==> src/rtl/imu_pkg.sv <==
// imu_pkg: shared types and constants for the inertial-sensor interface.
//   - seq_state_t : sequencer states of inert_intf
//   - spi_state_t : transaction states of imu_spi_mnrch
//   - CFG_CMDS    : power-up configuration writes, issued in index order
//   - RD_CMDS     : per-interrupt read burst (pitch L/H, AZ L/H)
//   - SYNC_DEPTH  : flop count of the INT synchronizer
package imu_pkg;

  localparam int unsigned SYNC_DEPTH = 2;
  localparam int unsigned N_CMDS     = 4;

  typedef enum logic [2:0] {
    INIT_WAIT,
    CFG,
    WAIT_INT,
    RD,
    VLD
  } seq_state_t;

  typedef enum logic [1:0] {
    IDLE,
    FRONT,
    SHIFT,
    BACK
  } spi_state_t;

  // INT on data-ready, accel 208 Hz +/-2 g, gyro 208 Hz +/-245 dps, rounding on
  localparam logic [15:0] CFG_CMDS [N_CMDS] = '{16'h0D02, 16'h1053, 16'h1150, 16'h1460};
  // pitch-rate L, pitch-rate H, Z-accel L, Z-accel H
  localparam logic [15:0] RD_CMDS  [N_CMDS] = '{16'hA200, 16'hA300, 16'hAC00, 16'hAD00};

  function automatic logic [15:0] cmd_sel(input logic rd, input logic [1:0] idx);
    return rd ? RD_CMDS[idx] : CFG_CMDS[idx];
  endfunction

endpackage

==> src/rtl/imu_spi_mnrch.sv <==
// imu_spi_mnrch: SPI mode-3 master, one 16-bit MSB-first transaction per wrt.
// Ports:
//   clk, rst_n     : clock, async active-low reset
//   wrt            : one-cycle start strobe; cmd is latched on it
//   cmd[15:0]      : word shifted out on MOSI
//   MISO           : serial data from slave, sampled on SCLK rise
//   SS_n, SCLK     : slave select (active-low) and serial clock (idles high)
//   MOSI           : serial data to slave, changes on SCLK fall
//   done           : one-cycle strobe, same cycle SS_n rises
//   rd_data[15:0]  : word received during the last transaction
module imu_spi_mnrch #(
  parameter int unsigned SCLK_DIV_BITS = 4
) (
  input  logic        clk,
  input  logic        rst_n,
  input  logic        wrt,
  input  logic [15:0] cmd,
  input  logic        MISO,
  output logic        SS_n,
  output logic        SCLK,
  output logic        MOSI,
  output logic        done,
  output logic [15:0] rd_data
);
  import imu_pkg::*;

  localparam logic [SCLK_DIV_BITS-1:0] DIV_ONE = SCLK_DIV_BITS'(1);
  // Divider value on the last clk of the SCLK-low half; next edge raises SCLK.
  localparam logic [SCLK_DIV_BITS-1:0] RISE_AT = SCLK_DIV_BITS'((1 << (SCLK_DIV_BITS - 1)) - 1);

  spi_state_t               state, nxt;
  logic [SCLK_DIV_BITS-1:0] div_cnt;
  logic [3:0]               bit_cnt;
  logic [15:0]              shft;
  logic                     miso_smpl;
  logic                     rise, wrap;
  logic                     ld, sclk_fall, smpl, shft_en, fin;

  assign rise = (div_cnt == RISE_AT);
  assign wrap = (div_cnt == '1);

  always_ff @(posedge clk or negedge rst_n) begin
    if (!rst_n) state <= IDLE;
    else        state <= nxt;
  end

  always_comb begin
    nxt = state;
    case (state)
      IDLE:    if (wrt) nxt = FRONT;
      FRONT:   nxt = SHIFT;
      SHIFT:   if (rise && bit_cnt == 4'd15) nxt = BACK;
      BACK:    if (wrap) nxt = IDLE;
      default: nxt = IDLE;
    endcase
  end

  always_comb begin
    ld        = 1'b0;
    sclk_fall = 1'b0;
    smpl      = 1'b0;
    shft_en   = 1'b0;
    fin       = 1'b0;
    case (state)
      IDLE:  ld = wrt;
      FRONT: sclk_fall = 1'b1;
      SHIFT: begin
        smpl      = rise;
        sclk_fall = wrap;
        shft_en   = wrap;
      end
      BACK: begin
        // Half period after the 16th rise: last shift, release SS_n.
        shft_en = wrap;
        fin     = wrap;
      end
      default: ;
    endcase
  end

  // The first SCLK fall (entry to SHIFT) only starts the clock: bit 15 is
  // already on MOSI, so shifting begins on the second fall. Each shift pulls
  // in the MISO bit captured on the preceding rise.
  always_ff @(posedge clk or negedge rst_n) begin
    if (!rst_n) begin
      SS_n      <= 1'b1;
      SCLK      <= 1'b1;
      done      <= 1'b0;
      div_cnt   <= '0;
      bit_cnt   <= '0;
      shft      <= '0;
      miso_smpl <= 1'b0;
    end else begin
      done <= fin;
      if (ld) begin
        SS_n    <= 1'b0;
        shft    <= cmd;
        bit_cnt <= '0;
      end
      if (fin) SS_n <= 1'b1;
      if (state == FRONT) div_cnt <= '0;
      else                div_cnt <= div_cnt + DIV_ONE;
      if (sclk_fall)  SCLK <= 1'b0;
      else if (smpl)  SCLK <= 1'b1;
      if (smpl) begin
        miso_smpl <= MISO;
        bit_cnt   <= bit_cnt + 4'd1;
      end
      if (shft_en) shft <= {shft[14:0], miso_smpl};
    end
  end

  assign MOSI    = shft[15];
  assign rd_data = shft;

endmodule

==> src/rtl/inert_intf.sv <==
// inert_intf: IMU sequencer. Waits 2^INIT_WAIT_BITS clk after reset, writes
// four config commands, then on every (synchronized, level) INT reads pitch
// rate and Z accel bytes and presents them with a one-cycle vld.
// Ports:
//   clk, rst_n       : clock, async active-low reset
//   INT              : IMU data-ready, asynchronous, active-high level
//   MISO             : SPI data from IMU
//   SS_n, SCLK, MOSI : SPI master outputs (mode 3)
//   vld              : one-cycle strobe, ptch_rt/AZ updated
//   ptch_rt[15:0]    : raw pitch rate {H,L}
//   AZ[15:0]         : raw Z acceleration {H,L}
module inert_intf #(
  parameter int unsigned INIT_WAIT_BITS = 16,
  parameter int unsigned SCLK_DIV_BITS  = 4
) (
  input  logic        clk,
  input  logic        rst_n,
  input  logic        INT,
  input  logic        MISO,
  output logic        SS_n,
  output logic        SCLK,
  output logic        MOSI,
  output logic        vld,
  output logic [15:0] ptch_rt,
  output logic [15:0] AZ
);
  import imu_pkg::*;

  localparam logic [INIT_WAIT_BITS-1:0] INIT_ONE = INIT_WAIT_BITS'(1);

  seq_state_t                state, nxt;
  logic [SYNC_DEPTH-1:0]     int_sync;
  logic                      int_s;
  logic [INIT_WAIT_BITS-1:0] init_cnt;
  logic [1:0]                idx;
  logic                      wrt, done, issue;
  logic [15:0]               cmd, rd_data;
  logic [7:0]                rd_hi_unused;
  logic [7:0]                ptch_l, ptch_h, az_l;

  assign int_s        = int_sync[SYNC_DEPTH-1];
  assign rd_hi_unused = rd_data[15:8];

  always_ff @(posedge clk or negedge rst_n) begin
    if (!rst_n) int_sync <= '0;
    else        int_sync <= {int_sync[SYNC_DEPTH-2:0], INT};
  end

  always_ff @(posedge clk or negedge rst_n) begin
    if (!rst_n) state <= INIT_WAIT;
    else        state <= nxt;
  end

  always_comb begin
    nxt = state;
    case (state)
      INIT_WAIT: if (&init_cnt) nxt = CFG;
      CFG:       if (done && idx == 2'd3) nxt = WAIT_INT;
      WAIT_INT:  if (int_s) nxt = RD;
      RD:        if (done && idx == 2'd3) nxt = VLD;
      VLD:       nxt = WAIT_INT;
      default:   nxt = INIT_WAIT;
    endcase
  end

  // A command is due on entry to CFG/RD and after every non-final done.
  always_comb begin
    vld   = (state == VLD);
    issue = (nxt == CFG || nxt == RD) && (state != nxt || done);
  end

  assign cmd = cmd_sel(state == RD, idx);

  always_ff @(posedge clk or negedge rst_n) begin
    if (!rst_n) begin
      init_cnt <= '0;
      idx      <= '0;
      wrt      <= 1'b0;
      ptch_l   <= '0;
      ptch_h   <= '0;
      az_l     <= '0;
      ptch_rt  <= '0;
      AZ       <= '0;
    end else begin
      wrt <= issue;
      if (state == INIT_WAIT) init_cnt <= init_cnt + INIT_ONE;
      if (state != nxt)       idx <= '0;
      else if (done)          idx <= idx + 2'd1;
      if (state == RD && done) begin
        case (idx)
          2'd0:    ptch_l <= rd_data[7:0];
          2'd1:    ptch_h <= rd_data[7:0];
          2'd2:    az_l   <= rd_data[7:0];
          default: ;
        endcase
      end
      // Outputs load on the edge into VLD so they are new in the vld cycle;
      // the AZ high byte comes straight from the final transaction.
      if (state == RD && nxt == VLD) begin
        ptch_rt <= {ptch_h, ptch_l};
        AZ      <= {rd_data[7:0], az_l};
      end
    end
  end

  imu_spi_mnrch #(
    .SCLK_DIV_BITS(SCLK_DIV_BITS)
  ) u_spi (
    .clk    (clk),
    .rst_n  (rst_n),
    .wrt    (wrt),
    .cmd    (cmd),
    .MISO   (MISO),
    .SS_n   (SS_n),
    .SCLK   (SCLK),
    .MOSI   (MOSI),
    .done   (done),
    .rd_data(rd_data)
  );

endmodule

==> config.mk <==
export PLATFORM = sky130hd
export DESIGN_NAME = inert_intf
export DESIGN_NICKNAME = d
export VERILOG_FILES = /design/src/rtl/imu_pkg.sv /design/src/rtl/imu_spi_mnrch.sv /design/src/rtl/inert_intf.sv
export SDC_FILE = /design/constraint.sdc
export NUM_CORES = 1
export LEC_CHECK = 0
export CAP_MARGIN = 20
export CORE_AREA = 8 8 116 118
export CTS_CLUSTER_DIAMETER = 150
export DETAILED_ROUTE_END_ITERATION = 16
export DIE_AREA = 0 0 124 126
export GPL_TIMING_DRIVEN = 0
export PLACE_DENSITY_LB_ADDON = 0.2
export SETUP_SLACK_MARGIN = 0.02
export SLEW_MARGIN = 5
export SYNTH_ARGS = -nofsm -noshare
export SYNTH_HDL_FRONTEND = slang
export SYNTH_SLANG_ARGS = --single-unit
==> constraint.sdc <==
create_clock -name clk -period 4.95 [get_ports clk]
set_input_delay 0.495 -clock clk [delete_from_list [all_inputs] [get_ports clk]]
set_output_delay 0.495 -clock clk [all_outputs]
set_load 0.01 [all_outputs]
==> results of run 1 <==
per-layer routing:
metal	vias up	track usage, %	part of all wire (%)
met2	38	18.6	46
met5	-	0	0
met3	9	3.80	4.2
li1	1447	-	-
met1	1475	16.5	49
met4	0	4.20	1.4
per-stage QoR:
| stage | TNS (ns) | instance area (um^2) | util, % | setup WS, ns |
|---|---|---|---|---|
| global route | 0 | 5590 | 47.7 | 2.30 |
| CTS | 0 | 5590 | 47.7 | 2.42 |
| detailed placement | 0 | 5240 | 44.7 | 2.78 |
| floorplan | 0 | 4630 | - | 3.18 |
| global placement | -89.29 | 5210 | 44.5 | -0.834 |
| finish | 0 | 5590 | 47.7 | 2.48 |
final timing paths:
check / start / to / slack, ns / depth (start not counted)
setup reg to reg: idx[1]$_DFFE_PN0P_ / ptch_rt[1]$_DFFE_PN0P_ / 2.77 / 5
setup / recovery: state[2]$_DFF_PN0_ / vld / 2.48 / 3
hold / removal: rst_n / AZ[15]$_DFFE_PN0P_ / 0.07 / 1
hold reg to reg: int_sync[0]$_DFF_PN0_ / int_sync[1]$_DFF_PN0_ / 0.35 / 0
max in group asynchronous: rst_n / ptch_h[3]$_DFFE_PN0P_ / 4.24 / 2
min in group clk: int_sync[0]$_DFF_PN0_ / int_sync[1]$_DFF_PN0_ / 0.35 / 0
state kept, by name, summed over array words and instances, names as in the netlist:
| register | count |
|---|---|
| u_spi.SS_n | 1 |
| int_sync | 2 |
| ptch_l | 8 |
| u_spi.SCLK | 1 |
| ptch_rt | 16 |
| AZ | 16 |
| idx | 2 |
| u_spi.miso_smpl | 1 |
| u_spi.state | 2 |
| state | 3 |
| wrt | 1 |
| u_spi.div_cnt | 4 |
| az_l | 8 |
| u_spi.bit_cnt | 4 |
| u_spi.rd_data | 16 |
| ptch_h | 8 |
| u_spi.done | 1 |
| init_cnt | 16 |
worst reg2reg max path, stage by stage, from the launching register on:
cell	delay, ns
dfrtp_1	0.50
ha_1	0.27
nand2_1	0.16
nor2_1	0.42
buf_2	0.35
mux2_2	0.37
cell type report:
type,instances,area [um^2]
fill,1097,6130
sequential,110,2760
clock inverter,5,106
clock buffer,11,243
buffer,18,72.6
tap,147,184
timing repair buffer,40,419
inverter,12,45.0
multi-input combinational,250,1760
power breakdown:
group	total (uW)	switching (uW)	leakage [uW]	internal, uW
clock	829	320	0.000166	510
sequential	899	0.304	0.00150	899
combinational	21.4	17.0	0.000978	4.43
Yosys cell counts (all sizes together), types with 2 or more instances:
library cell  instances
dfrtp               108
mux2                 49
nand2                37
nor2                 26
o21ai                20
a21oi                19
nand3                15
clkbuf               14
ha                   12
inv                  12
xnor2                10
nor3                  9
xor2                  8
a31oi                 5
and3                  5
buf                   4
and2                  3
mux2i                 3
nand4                 3
or3                   3
a211o                 2
a21o                  2
dfstp                 2
nor3b                 2
nor4                  2
o21a                  2
cell families after synthesis:
logic type	count (synthesis)	share of synthesized area, %
AOI/OAI and AO/OA	56	6.94
DFF	110	59.5
and+or+nand+nor	112	11.9
buffers and inverters	30	2.54
adders and majority gates	12	3.24
muxes	52	12.6
xor gates and xnor gates	18	3.40
==> impl_metrics.env, run 1 <==
export IMPL_relSlewSlack_pct=60.1
export IMPL_path_delay_family="buffers and inverters"
export IMPL_cts_setup_buffers=0
export IMPL_setup_viol=0
export IMPL_period_share_pct=50.0
export IMPL_postCtsResizedCells=0
export IMPL_routedWlPerCell_um=15.1
export IMPL_drc=0
export IMPL_ios=40
export IMPL_hpwl_mm=6.31
export IMPL_grt_max_degree=66
export IMPL_ys_async_sr_fraction_pct=100
export IMPL_clock_latency_ns=0.34
export IMPL_ys_seq_area_share_pct=59.5
export IMPL_routed_via_density=5.01
export IMPL_drv_slew=0
export IMPL_worstMarginPinSlew_ns=0.593
export IMPL_ys_seq_elements=110
export IMPL_final_common_cell="dfrtp_1"
export IMPL_dp_cells=577
export IMPL_final_hold_viol_count=0
export IMPL_peakVddDrop_mv=0.233
export IMPL_worstPathArrival_ns=1.98
export IMPL_min_path_type="primary input to async pin"
export IMPL_finalWirelength_mm=8.98
export IMPL_root_buffer="clkbuf_16"
export IMPL_maxCapViolations=0
export IMPL_yosysTopAreaCell="dfrtp_1"
export IMPL_cts_clk_slew_worst_paths_ns=0.07
export IMPL_io_buffers=39
export IMPL_synth_area_leaders="dfrtp_1, mux2_2, ha_1, nand2_1, nor2_1"
export IMPL_startpoint_type="flip-flop"
export IMPL_clock_skew_ns=0.00554
export IMPL_grt_pass1_wl_mm=15.2
export IMPL_crit_chain="clkbuf_1 > nor3b_1 > clkdlybuf4s50_1"
export IMPL_endpoint_kind="primary output"
export IMPL_drt_iter0_drc=156
export IMPL_globalplace_congestion=0.772
export IMPL_cp_max_fo=10
export IMPL_antenna_found_initial=0
export IMPL_drive_gt1_share_pct=17.3
export IMPL_cp_buffers_inverters=2
export IMPL_syn_num_nets=406
export IMPL_cts_htree_levels=3
export IMPL_cts_tree="done"
export IMPL_synth_top_cell_area_share_pct=58.3
export IMPL_clock_sinks=110
export IMPL_syn_inst=390
export IMPL_yosys_warnings=0
export IMPL_placementRows=40
export IMPL_period_needed_ns=2.47
export IMPL_path_class="flip-flop to primary output"
export IMPL_power_density_nw_per_um2=313
export IMPL_leakagePower_uw=0.00265
export IMPL_synth_flop_cell="dfrtp_1"
export IMPL_synthDistinctLibCells=43
export IMPL_grt_total_usage_pct=12.4
export IMPL_fin_nets=457
export IMPL_ctsHoldBuffers=0
export IMPL_mostFrequentLayoutCells="dfrtp_1, mux2_2, clkdlybuf4s50_1, nand2_1, nor2_1"
export IMPL_die_h_um=126
export IMPL_die_x_um=124
export IMPL_cp_required_ns=4.45
export IMPL_fmax_ghz=0.404
export IMPL_overflow=0
export IMPL_grt_pass1_vias=3015
export IMPL_stdcell_count=593
export IMPL_critPathMaxStageDelay_ns=0.59
export IMPL_syn_area_per_cell_um2=11.9
export IMPL_num_vias=2969
export IMPL_coreArea_um2=11700
export IMPL_area_delta_synth_final_pct=20.6
export IMPL_dr_pass1_iters=4
export IMPL_num_antenna_cells=0
export IMPL_numCtsBuffers=9
export IMPL_cp_slowest_cell="clkdlybuf4s50_1"
export IMPL_rsz0062_at_grt="no"
export IMPL_status="complete, no violations"
export IMPL_clockBufferDepth=2
export IMPL_ant_nets=0
export IMPL_synth_edf_count=0
export IMPL_initial_utilization_pct=39.6
export IMPL_timing_hold_ws_ns=0.0666
export IMPL_die_area_um2=15600
export IMPL_finalPower_uw=1750
export IMPL_synth_area_um2=4630
No activity file was read; power rests on OpenSTA's default activity.
==> run 2, diff against run 1 <==
Clock period 4.95 ns to 2 ns, I/O delays scaled along.
==> run 2 against run 1 <==
  * Routed wire length rose by 0.59%
  * Register-to-register slack got worse by 2.7 ns
  * Sequential power rose by 150%
  * Critical endpoint is now wrt$_DFF_PN0_
==> impl_metrics.env, run 2 (synthesized netlist as in run 1, its figures left out) <==
export IMPL_status="complete, no violations"
export IMPL_critPathMaxStageDelay_ns=0.50
export IMPL_clock_skew_ns=0.00731
export IMPL_initial_utilization_pct=39.6
export IMPL_peakVddDrop_mv=0.577
export IMPL_dpl_cell_area_um2=5240
export IMPL_cp_required_ns=2.28
export IMPL_coreArea_um2=11700
export IMPL_clock_latency_ns=0.35
export IMPL_grt_max_degree=66
export IMPL_clock_sinks=110
export IMPL_routedWlPerCell_um=15.1
export IMPL_finalPower_uw=4330
export IMPL_grt_use_met3_pct=3.80
export IMPL_reg2reg_slack_ns=0.09
export IMPL_final_setup_tns_ns=0
export IMPL_final_hold_viol_count=0
export IMPL_min_path_type="primary input to flip-flop"
export IMPL_drt_iter0_drc=167
export IMPL_mostFrequentLayoutCells="dfrtp_1, mux2_2, nand2_1, clkdlybuf4s50_1, nor2_1"
export IMPL_die_area_um2=15600
export IMPL_area_delta_synth_final_pct=22.6
export IMPL_grt_pass1_vias=3019
export IMPL_p_clk_share_pct=47.4
export IMPL_timing_hold_ws_ns=0.292
export IMPL_use_met2_pct=18.6
export IMPL_power_density_nw_per_um2=763
export IMPL_drc=0
export IMPL_switchingPower_uw=834
export IMPL_ios=40
export IMPL_worstPathArrival_ns=2.19
export IMPL_grt_pass1_wl_mm=15.3
export IMPL_grt_total_usage_pct=12.4
export IMPL_overflow=0
export IMPL_cts_htree_levels=3
export IMPL_globalplace_congestion=0.772
export IMPL_p_int_uw=3500
export IMPL_cp_slowest_cell="or4b_4"
export IMPL_maxCapViolations=0
export IMPL_startpoint_type="flip-flop"
export IMPL_power_frac_seq_pct=51.4
export IMPL_endpoint_kind="flip-flop"
export IMPL_ant_nets=0
export IMPL_drive_gt1_share_pct=20.8
export IMPL_final_common_cell="dfrtp_1"
export IMPL_dr_pass1_iters=4
export IMPL_rsz0062_at_grt="yes"
export IMPL_setup_viol=0
export IMPL_leakagePower_uw=0.00271
export IMPL_fmax_ghz=0.525
export IMPL_relSlewSlack_pct=66.0
export IMPL_postLayoutCoreUtil_pct=48.5
export IMPL_die_h_um=126
export IMPL_top_usage_layer="met2"
export IMPL_ff2ff_path_depth=5
export IMPL_io_buffers=39
export IMPL_finalWirelength_mm=9.03
export IMPL_num_vias=2981
export IMPL_placementRows=40
export IMPL_power_share_switching_pct=19.2
export IMPL_antenna_found_initial=0
export IMPL_hpwl_mm=6.31
export IMPL_worst_hold_path_num_cells=1
export IMPL_cts_tree="done"
export IMPL_drv_slew=0
export IMPL_worstMarginPinSlew_ns=0.510
export IMPL_cts_clk_slew_worst_paths_ns=0.07
export IMPL_fin_nets=462
export IMPL_period_needed_ns=1.91
export IMPL_numCtsBuffers=9
export IMPL_use_met1_pct=16.5
export IMPL_root_buffer="clkbuf_16"
export IMPL_routed_via_density=4.98
export IMPL_final_area_um2=5680
export IMPL_crit_chain="ha_2 > or4b_4 > nor4_4 > and3_4 > o21a_1"
export IMPL_period_share_pct=95.3
export IMPL_power_frac_comb_pct=1.3
export IMPL_path_class="flip-flop to flip-flop"
export IMPL_num_antenna_cells=0
export IMPL_die_x_um=124
export IMPL_clockBufferDepth=2
export IMPL_fillers=1087
export IMPL_cp_max_fo=4
-- run 2: changes by cell type in the layout (fill, tap and decap cells not counted), moves of 3 or more --
cell      change
clkbuf_2      +6
buf_4         +8
buf_2         -3
clkbuf_1      -7
-- run 2: per-layer routing --
layer	vias to the layer above	wire length, um	share of wire [%]
met5	-	0	0
met4	0	128	1.4
met3	9	375	4.2
met2	41	4180	46
met1	1476	4350	48
li1	1455	-	-
-- run 2: path summary, 6_finish.rpt --
check / from / end
max in group asynchronous: rst_n / idx[1]$_DFFE_PN0P_
min: INT / int_sync[0]$_DFF_PN0_
min reg2reg: int_sync[0]$_DFF_PN0_ / int_sync[1]$_DFF_PN0_
max reg2reg: init_cnt[1]$_DFFE_PN0P_ / wrt$_DFF_PN0_
min in group asynchronous: rst_n / AZ[15]$_DFFE_PN0P_
max: init_cnt[1]$_DFFE_PN0P_ / wrt$_DFF_PN0_
-- run 2: area by class of cell --
type / instances / area (um^2) / area share, %
timing repair buffer: 46 / 465 / 8.20
sequential: 110 / 2760 / 48.5
clock buffer: 11 / 243 / 4.27
tap: 147 / 184 / 3.24
buffer: 17 / 83.8 / 1.48
inverter: 12 / 45.0 / 0.793
clock inverter: 5 / 106 / 1.87
multi-input combinational: 250 / 1800 / 31.6
-- run 2: repair_timing --
item,CTS,global route
hold buffers,1,0
endpoints found under the hold margin,43,0
pin swaps,0,4
setup buffers,0,5
gates resized for setup,14,5
endpoints found under the setup margin,46,48
-- run 2: per-stage QoR --
step	worst slack, ns	cells
4_1_cts	0.0281	594
3_3_place_gp	-3.49	576
6_report	0.0939	598
5_1_grt	0.0159	598
3_5_place_dp	-0.168	577
2_1_floorplan	0.226	390
-- run 2: worst max-delay path: cells and delay by family (launching register included) --
family	cells	cell delay (ns)
adders and majority gates	1	0.20
AOI/OAI and AO/OA	1	0.12
and+or+nand+nor	3	1.16
DFF	1	0.38
-- run 2: power groups by stage --
stage          combinational [uW]  sequential, uW  clock (uW)
2_1_floorplan              0.0229            2270           0
3_3_place_gp                 50.3            2270           0
3_5_place_dp                 58.4            2270           0
4_1_cts                      59.9            2230        2120
5_1_grt                      66.8            2220        2200
6_report                     54.9            2230        2050
